### config.mk
export PLATFORM = sky130hd
export DESIGN_NAME = pc_fetch_ctrl
export DESIGN_NICKNAME = d
export VERILOG_FILES = /design/src/rtl/pc_pkg.sv /design/src/rtl/pc_next_calc.sv /design/src/rtl/pc_fetch_ctrl.sv
export SDC_FILE = /design/constraint.sdc
export NUM_CORES = 1
export LEC_CHECK = 0
export CORE_MARGIN = 3
export CORE_UTILIZATION = 58
export CTS_BUF_LIST = sky130_fd_sc_hd__clkbuf_16
export CTS_CLUSTER_SIZE = 25
export DETAILED_ROUTE_END_ITERATION = 8
export PLACE_DENSITY = 0.86
export SETUP_SLACK_MARGIN = 0.15
export SYNTH_ARGS = -nofsm -noshare
export SYNTH_HDL_FRONTEND = slang
export SYNTH_SLANG_ARGS = --single-unit
### constraint.sdc
create_clock -name Clk -period 3.69 [get_ports Clk]
set_input_delay 0.5535 -clock Clk [delete_from_list [all_inputs] [get_ports Clk]]
set_output_delay 0.5535 -clock Clk [all_outputs]
set_load 0.1 [all_outputs]
### src/rtl/pc_pkg.sv
// pc_pkg: shared state/branch encodings and default widths for the fetch stage.
package pc_pkg;
    localparam int PC_W = 10;
    localparam int TGT_W = 8;
    typedef enum logic [1:0] {IDLE, RUN, HALTED} state_t;
    typedef enum logic [1:0] {BR_SEQ = 2'b00, BR_ABS = 2'b01, BR_REL = 2'b10, BR_CALL = 2'b11} br_type_t;
endpackage

### src/rtl/pc_next_calc.sv
// pc_next_calc: combinational next-PC selection with target zero/sign extension.
module pc_next_calc #(
    parameter int PC_W = pc_pkg::PC_W,
    parameter int TGT_W = pc_pkg::TGT_W
) (
    input  logic [PC_W-1:0]  pc,
    input  logic [PC_W-1:0]  link,
    input  logic [1:0]       br_type,
    input  logic             ret,
    input  logic             cond,
    input  logic [TGT_W-1:0] lut,
    output logic [PC_W-1:0]  next_pc,
    output logic [PC_W-1:0]  link_val,
    output logic             link_we
);
    import pc_pkg::*;
    br_type_t bt;
    logic [PC_W-1:0] abs_pc, rel_pc;
    always_comb begin
        bt = br_type_t'(br_type);
        link_val = pc + PC_W'(1);
        abs_pc = PC_W'(lut);
        rel_pc = pc + {{(PC_W-TGT_W){lut[TGT_W-1]}}, lut};
        next_pc = ret ? link :
                  (bt == BR_ABS || bt == BR_CALL) ? abs_pc :
                  (bt == BR_REL && cond) ? rel_pc : link_val;
        // a return in the same cycle as a call suppresses the link write
        link_we = !ret && bt == BR_CALL;
    end
endmodule

### src/rtl/pc_fetch_ctrl.sv
// pc_fetch_ctrl: program counter, one-level link register and start/halt FSM.
module pc_fetch_ctrl #(
    parameter int PC_W = pc_pkg::PC_W,
    parameter int TGT_W = pc_pkg::TGT_W
) (
    input  logic             Clk,
    input  logic             Reset,
    input  logic             Start,
    input  logic             Stall,
    input  logic             Halt,
    input  logic [1:0]       BrType,
    input  logic             Ret,
    input  logic             Cond,
    input  logic [TGT_W-1:0] LutValue,
    output logic [PC_W-1:0]  PC,
    output logic             Running,
    output logic             Done
);
    import pc_pkg::*;
    state_t state_q, state_d;
    logic [PC_W-1:0] pc_q, pc_d, link_q, link_d, calc_pc, calc_link;
    logic calc_we;
    pc_next_calc #(.PC_W(PC_W), .TGT_W(TGT_W)) u_calc (
        .pc(pc_q),
        .link(link_q),
        .br_type(BrType),
        .ret(Ret),
        .cond(Cond),
        .lut(LutValue),
        .next_pc(calc_pc),
        .link_val(calc_link),
        .link_we(calc_we)
    );
    always_comb begin
        state_d = state_q;
        pc_d = pc_q;
        link_d = link_q;
        case (state_q)
            IDLE: begin
                pc_d = '0;
                if (Start) state_d = RUN;
            end
            RUN: if (!Stall) begin
                if (Halt) state_d = HALTED;
                else begin
                    pc_d = calc_pc;
                    if (calc_we) link_d = calc_link;
                end
            end
            HALTED: if (Start && !Stall) begin
                state_d = RUN;
                pc_d = '0;
                link_d = '0;
            end
            default: state_d = IDLE;
        endcase
    end
    always_ff @(posedge Clk or posedge Reset) begin
        if (Reset) begin
            state_q <= IDLE;
            pc_q <= '0;
            link_q <= '0;
        end else begin
            state_q <= state_d;
            pc_q <= pc_d;
            link_q <= link_d;
        end
    end
    assign PC = pc_q;
    assign Running = state_q == RUN;
    assign Done = state_q == HALTED;
endmodule

==> results.md <==
- Of all flip-flops after synthesis, the portion carrying an async set or reset was 100%.
- A synthesized cell averages between 8 and 9 sq um.
- Measured against its own limit, the worst slew margin works out to a little over a third.
- Global routing used around 29% of the available tracks.
- The HPWL after detailed placement is 3650 microns.
- The die is about 60 microns wide.
- Compared with the post-synthesis result, the final layout area differs by 20.7%.
- In this run the static leakage power is between 0.9 and 1 nW.
- After detailed routing, the wire length on met1 is 1950 microns.
- The final cell count without fillers is roughly 260.
- For this run, the leading register cell type out of synthesis is dfrtp_1.
- The TritonCTS clock tree is yes.
- Traced cell by cell, the critical path runs through inv_1 -> nand2_1 -> inv_1 -> clkdlybuf4s50_1.
- After detailed routing, the average wire length per cell comes to about 19 microns.
- The achievable frequency is approximately 0.37 GHz.
- The sequential fraction of the synthesis area is between 30 and 40%.
- Once the floorplan was initialized, standard cells occupied a little over three fifths of the core.
- The run finished with clean final reports.
- The share of total power consumed by net switching is a little under half.
- The worst setup path is captured at an output port.
- Clock tree synthesis found a total of 22 sinks.
- The overflow left after global routing is 0.
- The post-route fraction of the period consumed by the critical path is between 70% and 80%.
- The number of clock buffers added by TritonCTS is 3.
- The most common cell in the synthesized netlist is dfrtp_1.
- The number of placed instances, taps included, is 260.
- By area the synthesized netlist is led by dfrtp_1 31%, ha_1 7.1%, o21ai_0 5.4%.
- The number of buffers inserted by port buffering is 28.
- The part of the power in combinational logic is 51.5%.
- The startpoint of the most critical setup path is state_q[0].
- The congestion estimate from routability-driven global placement came to 0.864.
- The max-slew violation count is 0.
- The initial antenna violation count came to 0.
- The highest layer touched by signal routing is met4.
- The post-route clock skew is 3.28 ps.
- The first global-routing pass estimated approximately 8100 microns of wire.
- The cell at the root of the clock tree is clkbuf_16.
- The placeable core region is about 0.0028 sq mm.
- The first-iteration detailed-routing DRC count is ~140.
- The number of synthesized flops with an enable pin is 0.
- Summing over every cut layer, the via total after detailed routing is around 1,800.
- The H-tree depth is 1.
- The number of setup buffers added after CTS is 0.
- After clock tree synthesis, the clock-pin slew on the worst setup and hold paths is around 60 ps.
- The delay of the slowest cell on the worst path is ~1100 ps.
- The final critical path time including I/O delays and setup is 2670 ps.
- The detailed route wirelength on metal3 is ~440 microns.
- The final count of hold timing violations is 0.
- In the final layout, the share of cells above drive strength 1 is 6.87%.
- The largest net degree at the start of global routing is 23.
- Max-cap violations in this run came to 0.
- The origin of the worst min-delay path is link_q[7].
- The floorplan step defined a die boundary enclosing between 0.003 and 0.004 sq mm.
- Summed over all instances, the cell type with the most area after synthesis is dfrtp_1.
- Yosys mapped the design onto 58 distinct sky130hd cell types.
- The number of search-and-repair iterations in the first detailed-routing pass is 5.
- After detailed routing, the number of remaining DRC violations is 0.
- The path class of the lowest-slack min-delay path is flop to flop.
- Of the total power, the clock network draws a little under a fifth.
- The register bit count reported by yosys is 22.
- The critical path class is flop to output port.
- Summed over all layers, the routed wires come to between 4000 and 5000 microns.
- Fill cells in the final layout number between 150 and 200.
- The power dissipated by switching net loads is roughly 0.57 mW.
- The transition time of the tightest slew-check pin is 975 ps.
- The synthesized netlist occupies a cell area of 0.00177 sq mm.
- The worst setup path is launched from a flop.
- The mean number of vias per cell is approximately 6.8.
- The number of failing setup endpoints in the final timing report is 0.
- Ranked by instance count, the synthesized netlist is headed by 22 x dfrtp_1, 21 x nand2_1, 19 x o21ai_0, 16 x a21oi_1, 14 x inv_1.
- The layout net count is approximately 260.
- The number of global-route vias before repair is 1,762.
- Gates resized during post-CTS repair numbered 0.
- In this run the remaining antenna-violating nets after routing total 0.
- The worst flop-to-flop path startpoint is PC[0].
- The Yosys step of the flow raised 0 warnings.
- The y dimension of the die is ~60 microns.
- In this run the worst path has a maximum fanout of 6.
- The internal portion of the total power is 0.626 mW.
- Summed over all nets, wire length on met2 after detailed routing comes to between 2000 and 2500 microns.
- On the critical path the largest part of the delay comes from buffers and inverters.
- When the netlist entered floorplanning its net count stood at roughly 230.
- The clock insertion delay at the later pin of the skew report is about 250 ps.
- The number of core rows is 19.
- The worst-case IR drop observed on VDD is about 0.33 mV.
- The antenna diode count is 0.
- For this design the ratio of total power to cell area is about 560 mW/mm^2.
- The signal arrival time at the worst endpoint is around 2100 ps.
- The number of placed I/O pins is 29.
- For this design, the CTS-stage hold fixing added 0 buffers.
- The critical path buffer and inverter count is 3.
- Per report_power, the sequential group accounts for 29.5% of the total.
- The count of mapped cells out of synthesis is ~200.
- On the critical path, the stage with the largest delay is an instance of clkdlybuf4s50_1.
- STA puts the critical path data required time at between 3000 and 4000 ps.
- Setup repair after global routing left no endpoint under its margin.
- The top cell type by area accounts for 31.1% of the synthesized area.
- For the final routed database, the setup TNS stands at 0 ps.
- The clock passes through at most 2 buffers.
- The library cell appearing most often on the critical path is inv_1.
==> final cells by class <==
cell class / instances / area [sq um] / area share, %
clock inverter: 1 / 3.75 / 0.176
sequential: 22 / 551 / 25.7
clock buffer: 3 / 75.1 / 3.51
timing repair buffer: 29 / 288 / 13.5
tap: 31 / 38.8 / 1.81
inverter: 14 / 52.6 / 2.46
multi-input combinational: 164 / 1130 / 52.8
==> metal layers <==
layer	vias up	global-route usage (%)
met5	-	0
met4	0	12.1
met3	20	5.24
met2	100	49.4
met1	853	35.8
li1	815	-
==> power groups by stage <==
| stage | logic (mW) | registers (mW) | clock network, mW |
|---|---|---|---|
| 2_1_floorplan | 0.343 | 0.470 | 0 |
| 3_3_place_gp | 0.592 | 0.349 | 0 |
| 3_5_place_dp | 0.610 | 0.353 | 0 |
| 4_1_cts | 0.613 | 0.351 | 0.229 |
| 5_1_grt | 0.660 | 0.357 | 0.246 |
| 6_report | 0.618 | 0.353 | 0.228 |
==> cells by family after synthesis <==
kind of cell    after synthesis  share of synthesized area (%)
xor+xnor                     13                           6.43
fa+ha+maj                    11                           8.19
flops                        22                           31.1
mux                           4                           2.33
buf+inv                      20                           5.15
compound gates               72                           27.4
simple gates                 64                           19.4
==> flip-flops by register name, indices dropped and copies added, names as in the netlist <==
register	cells
link_q	10
state_q	2
PC	10
==> stage by stage <==
| step | setup slack [ps] | hold WS [ps] | power, mW | util (%) | instance area (sq um) |
|---|---|---|---|---|---|
| detailed placement | 1040 | 476 | 0.963 | 72.8 | 2060 |
| finish | 1020 | 492 | 1.20 | 75.6 | 2140 |
| floorplan | 1060 | 450 | 0.812 | - | 1770 |
| global route | 932 | 519 | 1.26 | 75.6 | 2140 |
| CTS | 1020 | 490 | 1.19 | 75.6 | 2140 |
| global placement | 1100 | 465 | 0.942 | 72.8 | 2060 |
==> worst reg2reg max path: stages, from the launching register on <==
cell and delay, ps:
dfrtp_1 550, ha_1 250, inv_1 60, fa_1 410
nor2b_1 180, o211ai_1 130, mux2_2 290, nor3_1 130
o21ai_0 100
==> cells in the final DEF (no fill, tap or decap), drive strengths merged, types with 3 or more instances in the layout <==
| master | Yosys | layout |
|---|---|---|
| mux2i | 3 | 3 |
| ha | 10 | 10 |
| and2 | 3 | 3 |
| nor3 | 3 | 3 |
| o21ai | 20 | 20 |
| nand3 | 10 | 10 |
| xor2 | 8 | 8 |
| and3 | 3 | 3 |
| a21o | 5 | 5 |
| xnor2 | 5 | 5 |
| inv | 14 | 14 |
| clkbuf | 2 | 3 |
| nand2 | 21 | 21 |
| nor2 | 7 | 7 |
| a21oi | 17 | 17 |
| nand4 | 3 | 3 |
| dfrtp | 22 | 22 |
| nor2b | 4 | 4 |
| a22o | 5 | 5 |
| clkdlybuf4s50 | 0 | 28 |
==> final timing paths <==
check | to | slack (ps) | cells after the start
setup / recovery | Done | 1020 | 4
hold / removal | link_q[7] | 490 | 2
setup reg to reg | PC[6] | 1470 | 8
hold reg to reg | link_q[7] | 490 | 2
max in group asynchronous | PC[8] | 2360 | 2
min in group asynchronous | PC[1] | 800 | 2
Note: power is estimated with default switching activity, not from simulation.
==> edit 1: new RTL, config.mk and constraints unchanged <==
The package constant `TGT_W` goes from 8 to 10.
--- a/src/rtl/pc_pkg.sv
+++ b/src/rtl/pc_pkg.sv
@@ -1,7 +1,7 @@
 // pc_pkg: shared state/branch encodings and default widths for the fetch stage.
 package pc_pkg;
     localparam int PC_W = 10;
-    localparam int TGT_W = 8;
+    localparam int TGT_W = 10;
     typedef enum logic [1:0] {IDLE, RUN, HALTED} state_t;
     typedef enum logic [1:0] {BR_SEQ = 2'b00, BR_ABS = 2'b01, BR_REL = 2'b10, BR_CALL = 2'b11} br_type_t;
 endpackage
Ports: changed (resized LutValue); port bits go from 29 to 31. The function was not compared with the original's and may differ.
==> edit 1 against the unedited design <==
Total power rose by 33%; clock power rose by 3%; design area rose by 5.3%; sequential cell count did not move; setup slack got worse by 72 ps; synthesized area rose by 5.0%; critical path type unchanged; die area rose by 4.5%; count of clock-buffer cells in the layout did not move; routed wire length rose by 4.6%; largest power group unchanged.
==> edit 1: results (changes against the unedited design) <==
* DR WL/cell at 18.4 µm (-2.8%)
* GRT met2 Usage at 44.3% (-5.1 points)
* Share of cells above drive strength 1 at 6.20% (-0.67 points)
* Mean Syn Cell Area at 8.61 µm² (+0.15%)
* GRT Util Overall at 27.8% (-1.2 points)
* Post-synthesis mux area share at 1.68% (-0.65 points)
* PortBufs at 30 (+7.1%)
* Area contributors post-synth: dfrtp_1 30%, ha_1 6.7%, o2bb2ai_1 4.7%
* Met1 wire length at 2300 µm (+18%)
* Adder-Cell Fraction of Synth Area at 7.80% (-0.39 points)
* Worst-path fanout max at 3 (-3)
* Wire length on met2 at 2470 µm (+0.61%)
* Initial drt markers at 182 (+28%)
* Met3 wire len at 356 µm (-18%)
* Hold Path Sink: link_q[0]$_DFFE_PP0P_
* F_max at 0.365 GHz (-2.6%)
* Post-placement cell area at 0.00217 mm² (+5.5%)
* Met3 usage at 3.96% (-1.3 points)
* Number of global-route vias before repair at 1763 (+0.057%)
* Crit path from: state_q[1]$_DFFE_PP0P_
* LEAKAGE at 0.903 nW (-3.5%)
* Clock skew at 1.59 ps (-1.69 ps)
* Fillers at 224 (+14%)
* Peak VDD IR at 596 µV (+82%)
* # nets final at 273 (+4.2%)
* Worst-Margin Slew at 992 ps (+17.2 ps)
* GRT met1 Usage at 38.2% (+2.4 points)
* Reg2Reg Setup Slack at 1280 ps (-190 ps)
* Final Wtd Congestion at 0.901 (+4.3%)
* XOR/XNOR Fraction of Synth Area at 4.71% (-1.7 points)
* Hold_sp: link_q[0]$_DFFE_PP0P_
* CP arrival at 2190 ps (+70 ps)
* Hold WS at 492 ps (+0.0120 ps)
* Clock transition at path regs at 60 ps (about the same)
* Post-synth top cells: 22 x dfrtp_1, 17 x a21oi_1, 16 x nor2_1
* Deepest clock path buffer count at 2 (unchanged)
* Worst r2r dst: PC[4]$_DFFE_PP0P_
* Complex-gate fraction of the synthesized area at 31.5% (+4.1 points)
* Post-synthesis cell type count at 59 (+1.7%)
* Post-place setup slack at 827 ps (-211 ps)
* Post-synth net total at 246 (+5.1%)
* Post-Layout Cell Count at 284 (+7.6%)
* Detail Placement HPWL at 3910 µm (+7.2%)
* Setup Fix Bufs, Post-CTS at 0 (unchanged)
* Vias per Instance at 6.39 (-5.6%)
* Hold path depth at 1 (-1)
* Status: finished clean
* Global-route wire length before repair at 8730 µm (+8.3%)
* Seq/Total Area, Yosys at 29.6% (-1.5 points)
-- edit 1: cell types whose count changed after synthesis, sizes merged, moves of 4 or more --
cell / unedited run / this run
nor2: 7 / 17
o21ai: 20 / 14
nand2: 21 / 16
o2bb2ai: 0 / 10
xor2: 8 / 4
o31ai: 0 / 4
-- edit 1: power breakdown --
part,internal [mW],leakage [nW],switching [mW]
clock,0.145,0.0385,0.0894
combinational,0.302,0.569,0.618
sequential,0.322,0.295,0.116
total,0.768,0.903,0.824
-- edit 1: worst max-delay path, stage by stage (launching register included) --
cell and delay, ps:
dfrtp_1 420, inv_1 120, nor2_1 210, clkdlybuf4s50_1 1170
-- edit 1: area by class of cell --
cell class | count | area, µm² | share of cell area [%]
multi-input combinational | 171 | 1210 | 53.8
sequential | 22 | 551 | 24.4
timing repair buffer | 31 | 305 | 13.6
clock buffer | 3 | 75.1 | 3.33
inverter | 14 | 52.6 | 2.33
tap | 42 | 52.6 | 2.33
clock inverter | 1 | 3.75 | 0.167
==> edit 2: new RTL, config.mk and constraints unchanged <==
Without the edit above. Make the reset (`Reset`) synchronous in one clocked block.
--- a/src/rtl/pc_fetch_ctrl.sv
+++ b/src/rtl/pc_fetch_ctrl.sv
@@ -55,7 +55,7 @@
             default: state_d = IDLE;
         endcase
     end
-    always_ff @(posedge Clk or posedge Reset) begin
+    always_ff @(posedge Clk) begin
         if (Reset) begin
             state_q <= IDLE;
             pc_q <= '0;
Formal check against the unedited RTL: differs if Reset is asserted again (counterexample within 4 cycles, from zero or initial values and one cycle with Reset high); with Reset held inactive, the same outputs for 10 cycles.
==> edit 2 against the unedited design <==
Global-route usage down 1.9 points; sequential share of layout area down 5.1 points; sequential cell count unchanged; routed wire length down 6.3%; fmax down 9.2%; clock skew up 4.5 ps; synthesized area down 1.1%; setup slack worse by 270 ps; design area unchanged; die area down 0.96%; largest cell class unchanged; highest routed layer unchanged.
Power is not compared: it rests on default switching activity, and its combinational part moved more than twofold at a synthesized area within 25%.
==> edit 2: results (changes against the unedited design) <==
* Wire length on met2 at 2210 µm (-10%)
* TritonCTS buffer count at 3 (unchanged)
* Final Wtd Congestion at 0.900 (+4.1%)
* Critical-path top delay cell: clkdlybuf4s50_1
* Share of cells above drive strength 1 at 5.84% (-1.0 points)
* Global-route wire length before repair at 7620 µm (-5.4%)
* GRT Util Overall at 27.1% (-1.9 points)
* Area contributors post-synth: dfxtp_1 25%, ha_1 7.1%, a21oi_1 6.9%
* Crit path max-delay family: adder cells
* Post-synth top cells: 26 x nand2_1, 26 x nor2_1, 24 x a21oi_1
* Post-Synthesis Cells at 232 (+13%)
* First-pass DRT Iterations at 4 (-1)
* Drt total wl at 4670 µm (-6.3%)
* Detail Placement HPWL at 3410 µm (-6.5%)
* Peak VDD IR at 364 µV
* N_diodes at 0 (unchanged)
* Initial drt markers at 146 (+2.8%)
* Ys async rst share at 0% (-100 points)
* Hold violation total from the final report at 0 (unchanged)
* Synth warn at 0 (unchanged)
* Met3 wire len at 335 µm (-23%)
* DR vias at 1822 (+1.9%)
* Met1 wire length at 2080 µm (+6.3%)
* Cts repair resizes at 0 (unchanged)
* Post-synthesis cell type count at 53 (-8.6%)
* Worst-path fanout max at 3 (-3)
* Skew-Pair Late Insertion Delay at 260 ps
* Clock skew at 7.79 ps (+4.51 ps)
* Deepest clock path buffer count at 2 (unchanged)
* # nets final at 286 (+9.2%)
* DR top layer: met4
* Switch Pwr at 0.170 mW
* Status: finished clean
* Top_reg_cell synth: dfxtp_1
* Post-placement cell count at 284 (+9.2%)
* Post-synth net total at 260 (+11%)
* H-tree levels at 1 (unchanged)
* LEAKAGE at 0.790 nW
* DR WL/cell at 16.2 µm (-14%)
* PortBufs at 28 (unchanged)
* Worst-Margin Slew at 973 ps (-2.06 ps)
* Seq/Total Area, Yosys at 25.1% (-5.9 points)
* Largest net degree at the start of global routing at 23 (unchanged)
* Setup Fix Bufs, Post-CTS at 0 (unchanged)
* Clock transition at path regs at 70 ps
* Reg2Reg Depth at 9 (+1)
* Number of global-route vias before repair at 1711 (-2.9%)
* CP peak stage delay at 480 ps (-660 ps)
==> edit 2: stage by stage <==
step	setup WS (ps)	hold slack [ps]	power [mW]	cell area, µm²
floorplan	457	432	0.324	1750
global placement	537	443	0.362	2030
detailed placement	461	447	0.363	2030
CTS	738	456	0.669	2140
global route	582	479	0.690	2140
finish	750	456	0.670	2140
==> edit 2: final timing paths <==
| kind | startpoint | endpoint | slack [ps] |
|---|---|---|---|
| worst max-delay path | LutValue[0] | PC[8]$_SDFFE_PP0P_ | 750 |
| worst min-delay path | link_q[1]$_SDFFE_PP0P_ | link_q[1]$_SDFFE_PP0P_ | 460 |
| worst max register to register | PC[0]$_SDFFE_PP0P_ | PC[8]$_SDFFE_PP0P_ | 930 |
| worst min register to register | link_q[1]$_SDFFE_PP0P_ | link_q[1]$_SDFFE_PP0P_ | 460 |
==> edit 2: cells by family after synthesis <==
kind of cell | synth area share [%]
buffers and inverters | 4.42
adder cells (fa/ha/maj) | 8.28
flip-flops | 25.1
AO/OA/AOI/OAI | 28.9
AND/OR/NAND/NOR | 26.5
multiplexers | 1.78
XOR/XNOR | 5.00
==> edit 2: per-layer routing <==
metal,track usage (%),vias to the layer above
met3,4.89,6
met5,0,-
met2,45.0,74
li1,-,912
met4,5.88,0
met1,36.6,830
==> edit 2: power groups by stage <==
stage                     registers (mW)  clock network [mW]  logic, mW
after floorplan                    0.255                   0     0.0688
after global placement             0.249                   0      0.113
after detailed placement           0.249                   0      0.114
after CTS                          0.244               0.310      0.115
after global routing               0.244               0.321      0.125
final                              0.244               0.310      0.116
==> edit 2: worst register-to-register path: cells and delay by family (launching register included) <==
family,cells,cell delay (ps)
buffers and inverters,1,60
AND/OR/NAND/NOR,2,460
AO/OA/AOI/OAI,3,600
multiplexers,1,310
flip-flops,1,530
adder cells (fa/ha/maj),2,700
==> edit 2: cell type report <==
cell class	instances	area, µm²
Timing Repair Buffer	30	293
Sequential cell	22	440
Multi-Input combinational cell	194	1230
Fill cell	234	691
Tap cell	31	38.8
Clock buffer	3	75.1
Clock inverter	1	30.0
Inverter	7	26.3
